File: config.mk
export PLATFORM = sky130hd
export DESIGN_NAME = postfix_sched_flat
export DESIGN_NICKNAME = d
export VERILOG_FILES = /design/src/rtl/postfix_sched_if.sv /design/src/rtl/postfix_sched.sv /design/src/flat_wrapper.sv
export SDC_FILE = /design/constraint.sdc
export NUM_CORES = 1
export LEC_CHECK = 0
export CORE_MARGIN = 3
export CORE_UTILIZATION = 45
export DETAILED_ROUTE_END_ITERATION = 10
export PLACE_DENSITY = 0.67
export SETUP_SLACK_MARGIN = 0.1
export SLEW_MARGIN = 20
export SYNTH_ARGS = -nofsm -noshare
export SYNTH_HDL_FRONTEND = slang
export SYNTH_SLANG_ARGS = --single-unit
File: constraint.sdc
create_clock -name CLK -period 3.05 [get_ports CLK]
set_clock_uncertainty 0.2 [all_clocks]
set_input_delay 0.61 -clock CLK [delete_from_list [all_inputs] [get_ports CLK]]
set_output_delay 0.61 -clock CLK [all_outputs]
set_load 0.005 [all_outputs]
File: src/rtl/postfix_sched_if.sv
// Client/evaluator bundle for postfix_sched; slave is the scheduler side,
// master is the combined client + evaluator side.
interface postfix_sched_if;
  logic [1:0]  REQ;
  logic [1:0]  GNT;
  logic [1:0]  TOK_VALID;
  logic [1:0]  TOK_OP;
  logic [7:0]  TOK_VAL;
  logic [1:0]  TOK_LAST;
  logic [1:0]  TOK_READY;
  logic        EV_IN_VALID;
  logic        EV_OP_MODE;
  logic [3:0]  EV_IN;
  logic        EV_OUT_VALID;
  logic [15:0] EV_OUT;
  logic [1:0]  RES_VALID;
  logic [15:0] RES;
  logic [1:0]  RES_ERR;

  modport slave (
    input  REQ, TOK_VALID, TOK_OP, TOK_VAL, TOK_LAST, EV_OUT_VALID, EV_OUT,
    output GNT, TOK_READY, EV_IN_VALID, EV_OP_MODE, EV_IN, RES_VALID, RES, RES_ERR
  );

  modport master (
    output REQ, TOK_VALID, TOK_OP, TOK_VAL, TOK_LAST, EV_OUT_VALID, EV_OUT,
    input  GNT, TOK_READY, EV_IN_VALID, EV_OP_MODE, EV_IN, RES_VALID, RES, RES_ERR
  );
endinterface

File: src/rtl/postfix_sched.sv
// Round-robin two-client scheduler: buffers one client's postfix tokens, checks them,
// replays them as a burst to the evaluator. Define PFX_TIMEOUT_EN for the WAIT watchdog.
module postfix_sched #(
  parameter int BUF_DEPTH = 32,
  parameter int TIMEOUT   = 8
) (
  input  logic          CLK,
  input  logic          RESET,
  postfix_sched_if.slave bus
);
  localparam int AW = $clog2(BUF_DEPTH);
  localparam int CW = $clog2(BUF_DEPTH + 1);
  localparam logic [CW-1:0] FULL = CW'(BUF_DEPTH);

  localparam logic [2:0] S_IDLE   = 3'd0;
  localparam logic [2:0] S_LOAD   = 3'd1;
  localparam logic [2:0] S_CHECK  = 3'd2;
  localparam logic [2:0] S_BURST  = 3'd3;
  localparam logic [2:0] S_WAIT   = 3'd4;
  localparam logic [2:0] S_RESULT = 3'd5;

  logic [2:0]    state_q, state_d;
  logic [1:0]    gnt_q, gnt_d;
  logic          last_q, last_d;
  logic [CW-1:0] cnt_q, cnt_d;
  logic [CW-1:0] depth_q, depth_d;
  logic          mal_q, mal_d;
  logic          ovf_q, ovf_d;
  logic [CW-1:0] rd_q, rd_d;
  logic [15:0]   res_q, res_d;
  logic [1:0]    err_q, err_d;
  logic [4:0]    buf_q [BUF_DEPTH];
  logic          wr_en;
`ifdef PFX_TIMEOUT_EN
  localparam int TW = $clog2(TIMEOUT + 1);
  logic [TW-1:0] tmo_q, tmo_d;
`endif

  logic       tok_v, tok_op, tok_last, op_legal;
  logic [3:0] tok_val;

  always_comb begin
    tok_v    = gnt_q[1] ? bus.TOK_VALID[1] : bus.TOK_VALID[0];
    tok_op   = gnt_q[1] ? bus.TOK_OP[1]    : bus.TOK_OP[0];
    tok_last = gnt_q[1] ? bus.TOK_LAST[1]  : bus.TOK_LAST[0];
    tok_val  = gnt_q[1] ? bus.TOK_VAL[7:4] : bus.TOK_VAL[3:0];
    op_legal = (tok_val == 4'd1) || (tok_val == 4'd2) || (tok_val == 4'd4);
  end

  always_comb begin
    state_d = state_q;
    gnt_d   = gnt_q;
    last_d  = last_q;
    cnt_d   = cnt_q;
    depth_d = depth_q;
    mal_d   = mal_q;
    ovf_d   = ovf_q;
    rd_d    = rd_q;
    res_d   = res_q;
    err_d   = err_q;
    wr_en   = 1'b0;
`ifdef PFX_TIMEOUT_EN
    tmo_d   = tmo_q;
`endif
    case (state_q)
      S_IDLE: begin
        if (|bus.REQ) begin
          if (&bus.REQ) gnt_d = last_q ? 2'b01 : 2'b10;
          else          gnt_d = bus.REQ;
          state_d = S_LOAD;
        end
      end
      S_LOAD: begin
        if (tok_v) begin
          // A full buffer still drains the client; the token is dropped, not stalled.
          if (cnt_q == FULL) begin
            ovf_d = 1'b1;
          end else begin
            wr_en = 1'b1;
            cnt_d = cnt_q + CW'(1);
          end
          if (!tok_op) begin
            depth_d = (depth_q == FULL) ? FULL : depth_q + CW'(1);
          end else begin
            if (depth_q < CW'(2) || !op_legal) mal_d = 1'b1;
            if (depth_q >= CW'(2)) depth_d = depth_q - CW'(1);
          end
          if (tok_last) state_d = S_CHECK;
        end
      end
      S_CHECK: begin
        rd_d  = '0;
        res_d = 16'd0;
        if (ovf_q) begin
          err_d   = 2'd2;
          state_d = S_RESULT;
        end else if (mal_q || depth_q != CW'(1)) begin
          err_d   = 2'd1;
          state_d = S_RESULT;
        end else begin
          err_d   = 2'd0;
          state_d = S_BURST;
        end
      end
      S_BURST: begin
        rd_d = rd_q + CW'(1);
`ifdef PFX_TIMEOUT_EN
        tmo_d = '0;
`endif
        if (rd_q == cnt_q - CW'(1)) state_d = S_WAIT;
      end
      S_WAIT: begin
`ifdef PFX_TIMEOUT_EN
        tmo_d = tmo_q + TW'(1);
`endif
        if (bus.EV_OUT_VALID) begin
          res_d   = bus.EV_OUT;
          err_d   = 2'd0;
          state_d = S_RESULT;
        end
`ifdef PFX_TIMEOUT_EN
        else if (tmo_q == TW'(TIMEOUT - 1)) begin
          res_d   = 16'd0;
          err_d   = 2'd3;
          state_d = S_RESULT;
        end
`endif
      end
      S_RESULT: begin
        last_d  = gnt_q[1];
        gnt_d   = 2'b00;
        cnt_d   = '0;
        depth_d = '0;
        mal_d   = 1'b0;
        ovf_d   = 1'b0;
        rd_d    = '0;
        state_d = S_IDLE;
      end
      default: state_d = S_IDLE;
    endcase
  end

  always_ff @(posedge CLK or posedge RESET) begin
    if (RESET) begin
      state_q <= S_IDLE;
      gnt_q   <= 2'b00;
      last_q  <= 1'b1;
      cnt_q   <= '0;
      depth_q <= '0;
      mal_q   <= 1'b0;
      ovf_q   <= 1'b0;
      rd_q    <= '0;
    end else begin
      state_q <= state_d;
      gnt_q   <= gnt_d;
      last_q  <= last_d;
      cnt_q   <= cnt_d;
      depth_q <= depth_d;
      mal_q   <= mal_d;
      ovf_q   <= ovf_d;
      rd_q    <= rd_d;
    end
  end

`ifdef PFX_TIMEOUT_EN
  always_ff @(posedge CLK or posedge RESET) begin
    if (RESET) tmo_q <= '0;
    else       tmo_q <= tmo_d;
  end
`endif

  always_ff @(posedge CLK) begin
    res_q <= res_d;
    err_q <= err_d;
    if (wr_en) buf_q[cnt_q[AW-1:0]] <= {tok_op, tok_val};
  end

  // Outputs are gated by state so an asynchronous reset silences them at once.
  assign bus.GNT         = gnt_q;
  assign bus.TOK_READY   = (state_q == S_LOAD) ? gnt_q : 2'b00;
  assign bus.EV_IN_VALID = (state_q == S_BURST);
  assign {bus.EV_OP_MODE, bus.EV_IN} = (state_q == S_BURST) ? buf_q[rd_q[AW-1:0]] : 5'd0;
  assign bus.RES_VALID   = (state_q == S_RESULT) ? gnt_q : 2'b00;
  assign bus.RES         = (state_q == S_RESULT) ? res_q : 16'd0;
  assign bus.RES_ERR     = (state_q == S_RESULT) ? err_q : 2'd0;
endmodule

File: src/flat_wrapper.sv
// flat-port wrapper written by rule: the top's interface ports become plain ports
module postfix_sched_flat 
#(
  parameter int BUF_DEPTH = 32,
  parameter int TIMEOUT   = 8
)
  (CLK, RESET, bus_REQ, bus_TOK_VALID, bus_TOK_OP, bus_TOK_VAL, bus_TOK_LAST, bus_EV_OUT_VALID, bus_EV_OUT, bus_GNT, bus_TOK_READY, bus_EV_IN_VALID, bus_EV_OP_MODE, bus_EV_IN, bus_RES_VALID, bus_RES, bus_RES_ERR);
  postfix_sched_if bus_i ();
  input  logic CLK;
  input  logic RESET;
  input wire logic [$bits(bus_i.REQ)-1:0] bus_REQ;
  input wire logic [$bits(bus_i.TOK_VALID)-1:0] bus_TOK_VALID;
  input wire logic [$bits(bus_i.TOK_OP)-1:0] bus_TOK_OP;
  input wire logic [$bits(bus_i.TOK_VAL)-1:0] bus_TOK_VAL;
  input wire logic [$bits(bus_i.TOK_LAST)-1:0] bus_TOK_LAST;
  input wire logic [$bits(bus_i.EV_OUT_VALID)-1:0] bus_EV_OUT_VALID;
  input wire logic [$bits(bus_i.EV_OUT)-1:0] bus_EV_OUT;
  output wire logic [$bits(bus_i.GNT)-1:0] bus_GNT;
  output wire logic [$bits(bus_i.TOK_READY)-1:0] bus_TOK_READY;
  output wire logic [$bits(bus_i.EV_IN_VALID)-1:0] bus_EV_IN_VALID;
  output wire logic [$bits(bus_i.EV_OP_MODE)-1:0] bus_EV_OP_MODE;
  output wire logic [$bits(bus_i.EV_IN)-1:0] bus_EV_IN;
  output wire logic [$bits(bus_i.RES_VALID)-1:0] bus_RES_VALID;
  output wire logic [$bits(bus_i.RES)-1:0] bus_RES;
  output wire logic [$bits(bus_i.RES_ERR)-1:0] bus_RES_ERR;
  assign bus_i.REQ = bus_REQ;
  assign bus_i.TOK_VALID = bus_TOK_VALID;
  assign bus_i.TOK_OP = bus_TOK_OP;
  assign bus_i.TOK_VAL = bus_TOK_VAL;
  assign bus_i.TOK_LAST = bus_TOK_LAST;
  assign bus_i.EV_OUT_VALID = bus_EV_OUT_VALID;
  assign bus_i.EV_OUT = bus_EV_OUT;
  assign bus_GNT = bus_i.GNT;
  assign bus_TOK_READY = bus_i.TOK_READY;
  assign bus_EV_IN_VALID = bus_i.EV_IN_VALID;
  assign bus_EV_OP_MODE = bus_i.EV_OP_MODE;
  assign bus_EV_IN = bus_i.EV_IN;
  assign bus_RES_VALID = bus_i.RES_VALID;
  assign bus_RES = bus_i.RES;
  assign bus_RES_ERR = bus_i.RES_ERR;
  postfix_sched #(.BUF_DEPTH(BUF_DEPTH), .TIMEOUT(TIMEOUT)) u_core (.CLK(CLK), .RESET(RESET), .bus(bus_i));
endmodule
; ---- After elaboration in Yosys (flattened, before gate mapping)
; Memories as Yosys holds them, arrays and structs flattened.
; Cells that the tools add are included.
[word_totals]
mem_bits_rw = 160
latch_bits = 0
input_bits = 35
regBits = 44
n_memories = 1
rom_bits = 0
output_inout_bits = 30
wordCells = 108
[op_classes]
muxes = 48
n_bitwise = 0
eq_ne = 22
reduce_logical = 20
magnitude_cmp = 2
multipliers = 0
add_sub_neg = 5
n_div = 0
shifts = 0
[mem_list]
columns = name, depth, word_bits, rd, rd_ports_with_merged_regs, write_ports, line_no
row1 = u_core.buf_q, 32, 5, 1, 0, 1, postfix_sched.sv:32  ; logic [4:0] buf_q [BUF_DEPTH];
[ops]
columns = op, count
row1 = $mux W6, 6
row2 = $pmux W6 S2, 3
row3 = $mux W16, 2
row4 = $pmux W16 S2, 1
row5 = $mux W3, 7
row6 = $add A6 B1 Y6 const B, 3
row7 = $mux W2, 8
row8 = $pmux W3 S5, 1
row9 = $mux W1, 14
row10 = $ne A2 B1 Y1 const B, 7
row11 = $eq A6 B6 Y1 const B, 2
row12 = $sub A6 B1 Y6 const B, 2
row13 = $reduce_and A3 Y1, 3
row14 = $pmux W2 S2, 2
row15 = $reduce_bool A2 Y1, 4
row16 = $eq A3 B2 Y1 const B, 2
row17 = $eq A3 B3 Y1 const B, 2
row18 = $eq A6 B6 Y1, 1
row19 = $ge A6 B2 Y1 const B, 1
row20 = $lt A6 B2 Y1 const B, 1
row21 = $ne A6 B1 Y1 const B, 1
row22 = $reduce_and A2 Y1, 3
row23 = $mux W5, 1
row24 = $reduce_and A5 Y1, 1
row25 = 13 further kinds, 19

; ---- Logic depth before layout (Yosys ltp)
[logic_depth]
word_depth = 10
mapped_depth = 8
ltp_nobuf = 7

; ---- Least setup slack after synthesis
; OpenSTA, ideal clock, no wires.
[synth_path]
path_type = reg-to-output
from = register u_core.rd_q[0]
to = output bus_EV_IN[1]
path_stages_with_launch = 8
setup_slack_ns = 0.306
t_required_ns = 2.240
path_buffers = 2
arrival_ns = 1.934
cell_sequence = dfrtp_1 buf_6 buf_12 mux4_1 mux4_2 nor2b_1 a21oi_1 and3_1
[synth_via]
elab_chain_cells = 2
[synth_lines]
columns = element, line_no
row1 = "start, declared", postfix_sched.sv:29  ; logic [CW-1:0] rd_q, rd_d;
row2 = "start signal, assigned", postfix_sched.sv:161  ; rd_q <= rd_d;
row3 = $mem_v2 Z32 W5, --
row4 = $mux W5, postfix_sched.sv:182  ; assign {bus.EV_OP_MODE, bus.EV_IN} = (state_q == S_BURST) ? buf_q[rd_q[AW-1:0]] : 5'd0;
row5 = "end, declared", flat_wrapper.sv:22  ; output wire logic [$bits(bus_i.EV_IN)-1:0] bus_EV_IN;
; No other way between the ends.

; ---- Worst setup path in the final report
[layout_path]
from = register u_core.rd_q[0]
to = output bus_EV_IN[3]
; Same word-level chain as after synthesis.

==> run summary <==
========================================================================================
Least-Margin Pin Slew                                                           0.743 ns
Vert. Die Dim                                                                147 microns
Layout area overhead                                                               25.2%
Total half-perimeter wirelength after legalization and detailed placement        13.3 mm
Unrepaired setup endpoints after global routing                                     true
Final worst-path setup slack                                                   -0.518 ns
FFs w/ async S/R, synth                                                            12.7%
Overall track demand over capacity in global routing                               18.8%
Final Instance Area                                                          11300 sq um
Setup violators final                                                                  5
Instance count of the mapped netlist                                                 573
Detailed-router iteration count before antenna repair                                  5
Number of antenna violations at the first check in global routing                      0
Sequential share of power                                                          38.8%
Post-synthesis cell area                                                      9000 sq um
Most frequent cell on the critical path                                     sky130_fd_sc_hd__mux4_2
Final Instance Count excl. Fillers                                                   988
Placed instance count                                                                939
Number of enable-type register cells in the synthesized netlist                      178
Number of synthesis warnings                                                           0
F_max                                                                          0.280 GHz
Filler cell count                                                                   1517
Fraction of final layout cells sized beyond drive strength 1                       23.2%
Min Tclk post-route                                                              3.57 ns
Fraction of power consumed by the clock network                                    31.2%
Vias in the first global route                                                      5558
Crit-path slowest cell                                                      sky130_fd_sc_hd__mux4_2
Number of design rule violations left after detail routing                             0
Total placed instance area                                                   10300 sq um
#FFs+latches synth                                                                   204
Number of hold buffers added after cts                                                 0
Number of buffers on the longest clock path                                            3
Wire length of the first global-routing pass                                     31.9 mm
Pin count of the biggest net entering global routing                                  34
Pwr Density                                                                  845 nW/um^2
Core footprint                                                               19500 sq um
Status                                                                      finished, violations left
Violations in the final reports                                             setup timing
Clock network latency to the later pin of the worst-skew pair                    0.49 ns
MaxCap Viol Count                                                                      0
Delay contributed by the slowest stage of the critical path                      0.52 ns
Type of the most critical hold path                                         input port to async pin
Fraction of the cycle the final worst path needs                                    117%
Unique cell type count in the Yosys netlist                                           62
Worst voltage drop across the vdd grid                                          0.489 mV
Die outline area                                                             21700 sq um
Proportion of synthesized chip area in sequential cells                            66.7%
Total nets after synthesis                                                           619
Combinational fraction of design power                                             30.0%
GR Overflow Total                                                                      0
Count of clock tree sinks                                                            204
Count of H-tree levels built during CTS                                                1
TritonCTS Buffers                                                                     23
Total number of vias                                                                5416
Wire length per cell after detailed routing                                 20.2 microns
IO Pins                                                                               65
Row cnt                                                                               51
Top fanout value on the critical path                                                  5
Die X-Extent                                                                 147 microns
Required time of the critical path                                               2.24 ns
Drt first-iter violations                                                            348
Power after layout                                                             0.00951 W
Final GP Congestion                                                                0.808
Net switching share of the total power                                             29.1%
Count of antenna diodes in the layout                                                  0
Net switching power of the design                                              0.00277 W
CP Data Arrival Time                                                             2.76 ns
Count of input and output buffers                                                     64
Internal power summed over all cells                                           0.00674 W
Final net count                                                                      753
Clock root buffer                                                           sky130_fd_sc_hd__clkbuf_16
Relative slew slack                                                                50.5%
Critical Path Start Type                                                        register
Average instance area after synthesis                                         15.7 sq um
Leakage power                                                                    3.97 nW
CTS tree                                                                           built
Final hold vios                                                                        0
Main flop type after synthesis                                              sky130_fd_sc_hd__edfxtp_1
Critical path, cell by cell                                                 buf_12 > buf_6 > buf_16 > mux4_2 > mux4_2 > nor2b_2 > a21oi_2 > and3_1 > buf_2
Clock-pin slew on the worst setup and hold paths                                 0.06 ns
Starting density of the core                                                       46.1%
Classification of the worst setup path                                      register to output port
Via-to-Cell Ratio                                                                   5.48
Number of pins with negative max-slew slack in the final report                        0
Remaining antenna violation count                                                      0
Nature of the critical path endpoint                                         output port
Final Routed Wirelength                                                          20.0 mm
========================================================================================
## timing repair
action                     in CTS  in global routing
pin swaps                       5                  6
resized for setup              44                  6
gates cloned                    4                  0
setup endpoints to repair      25                  6
buffers inserted                4                  1
## flip-flops by register name, indices dropped and copies added, names as in the netlist, 2 cells and up
signal and flops:
u_core.buf_q 160, u_core.bus.GNT 2, u_core.cnt_q 6, u_core.rd_q 6
u_core.res_q 16, u_core.err_q 2, u_core.depth_q 6, u_core.state_q 3
## metal layers
layer	share of wire (%)	vias to the layer above	GRT usage (%)
met2	50	146	31.0
met5	0	-	0
met4	1.6	0	4.47
met1	44	2774	27.0
li1	-	2471	-
met3	5.1	25	2.64
## synth_stat cells, drive strengths merged (8+ instances only)
cell type | count | area, sq um
edfxtp | 178 | 5350
nor2 | 52 | 198
and2 | 38 | 238
mux4 | 35 | 830
dfrtp | 25 | 626
nand2 | 22 | 82.6
mux2i | 19 | 190
mux2 | 16 | 180
o21ai | 16 | 80.1
a21oi | 14 | 70.1
clkbuf | 14 | 56.3
buf | 12 | 104
ha | 11 | 138
nand3 | 11 | 55.1
nor2b | 11 | 68.8
inv | 10 | 37.5
nor3 | 9 | 45.0
and3 | 8 | 50.1
xnor2 | 8 | 70.1
## critical path: cells and delay by family (launching register included)
family | cells | cell delay [ns]
muxes | 2 | 0.95
buffers and inverters | 4 | 0.50
DFF | 1 | 0.45
and+or+nand+nor | 2 | 0.32
AOI/OAI and AO/OA | 1 | 0.05
## layout by cell type (no fill, tap or decap), types with 5 or more instances in the layout
| master | count |
|---|---|
| sky130_fd_sc_hd__nand2_1 | 22 |
| sky130_fd_sc_hd__nor2b_1 | 6 |
| sky130_fd_sc_hd__buf_4 | 61 |
| sky130_fd_sc_hd__clkdlybuf4s50_1 | 59 |
| sky130_fd_sc_hd__o22ai_1 | 7 |
| sky130_fd_sc_hd__o21ai_0 | 6 |
| sky130_fd_sc_hd__buf_12 | 6 |
| sky130_fd_sc_hd__a21oi_1 | 11 |
| sky130_fd_sc_hd__mux4_2 | 32 |
| sky130_fd_sc_hd__mux2_2 | 6 |
| sky130_fd_sc_hd__inv_1 | 7 |
| sky130_fd_sc_hd__a22o_1 | 6 |
| sky130_fd_sc_hd__clkbuf_16 | 23 |
| sky130_fd_sc_hd__mux2i_1 | 19 |
| sky130_fd_sc_hd__ha_1 | 11 |
| sky130_fd_sc_hd__mux2_1 | 10 |
| sky130_fd_sc_hd__dfrtp_1 | 23 |
| sky130_fd_sc_hd__nor2_1 | 51 |
| sky130_fd_sc_hd__edfxtp_1 | 178 |
| sky130_fd_sc_hd__bufinv_16 | 6 |
| sky130_fd_sc_hd__and2_1 | 38 |
| sky130_fd_sc_hd__o21ai_1 | 10 |
| sky130_fd_sc_hd__nand3_1 | 11 |
| sky130_fd_sc_hd__xor2_1 | 6 |
| sky130_fd_sc_hd__nor3_1 | 9 |
| sky130_fd_sc_hd__xnor2_1 | 8 |
| sky130_fd_sc_hd__and3_1 | 8 |
| sky130_fd_sc_hd__buf_2 | 5 |
| sky130_fd_sc_hd__nand3b_1 | 5 |
## per-stage QoR
stage	hold slack [ns]	TNS [ns]	setup WS [ns]	util, %
after floorplan	0.244	0	0.306	-
after global placement	0.262	-1.15	-0.291	52.7
after detailed placement	0.266	-1.24	-0.295	52.7
after CTS	0.277	-2.68	-0.576	57.6
after global routing	0.309	-2.85	-0.599	57.7
final	0.274	-2.45	-0.518	57.7
## worst paths after layout
| kind | start | endpoint | slack (ns) | cells after the start |
|---|---|---|---|---|
| max in group asynchronous | RESET | u_core.last_q$_DFFE_PP1P_ | 2.06 | 3 |
| min in group CLK | u_core.mal_q$_DFFE_PP0P_ | u_core.mal_q$_DFFE_PP0P_ | 0.28 | 2 |
| min | RESET | u_core.depth_q[3]$_DFFE_PP0P_ | 0.27 | 3 |
| max | u_core.rd_q[0]$_DFFE_PP0P_ | bus_EV_IN[3] | -0.52 | 9 |
| max reg2reg | u_core.cnt_q[0]$_DFFE_PP0P_ | u_core.buf_q[0][1]$_DFFE_PP_ | 0.52 | 7 |
| min reg2reg | u_core.mal_q$_DFFE_PP0P_ | u_core.mal_q$_DFFE_PP0P_ | 0.28 | 2 |
## power groups by stage
stage / registers, W / clock network [W] / logic, W
2_1_floorplan: 0.00364 / 0 / 0.00184
3_3_place_gp: 0.00371 / 0 / 0.00257
3_5_place_dp: 0.00373 / 0 / 0.00265
4_1_cts: 0.00369 / 0.00302 / 0.00287
5_1_grt: 0.00372 / 0.00313 / 0.00312
6_report: 0.00369 / 0.00297 / 0.00286
## final cells by class
cell class	count	area (sq um)	area share, %
clock buffer	26	587	5.21
clock inverter	15	239	2.12
inverter	10	40.0	0.355
multi-input combinational	333	2800	24.8
sequential	204	6000	53.3
tap	265	332	2.94
timing repair buffer	135	1270	11.3
## cells by family after synthesis
group	after synthesis	share of synthesized area, %
muxes	70	13.3
buffers and inverters	37	2.41
adders and majority gates	11	1.53
AOI/OAI and AO/OA	69	5.17
DFF	204	66.7
xor gates and xnor gates	14	1.36
and+or+nand+nor	168	9.53
(Power assumes the default switching activity.)
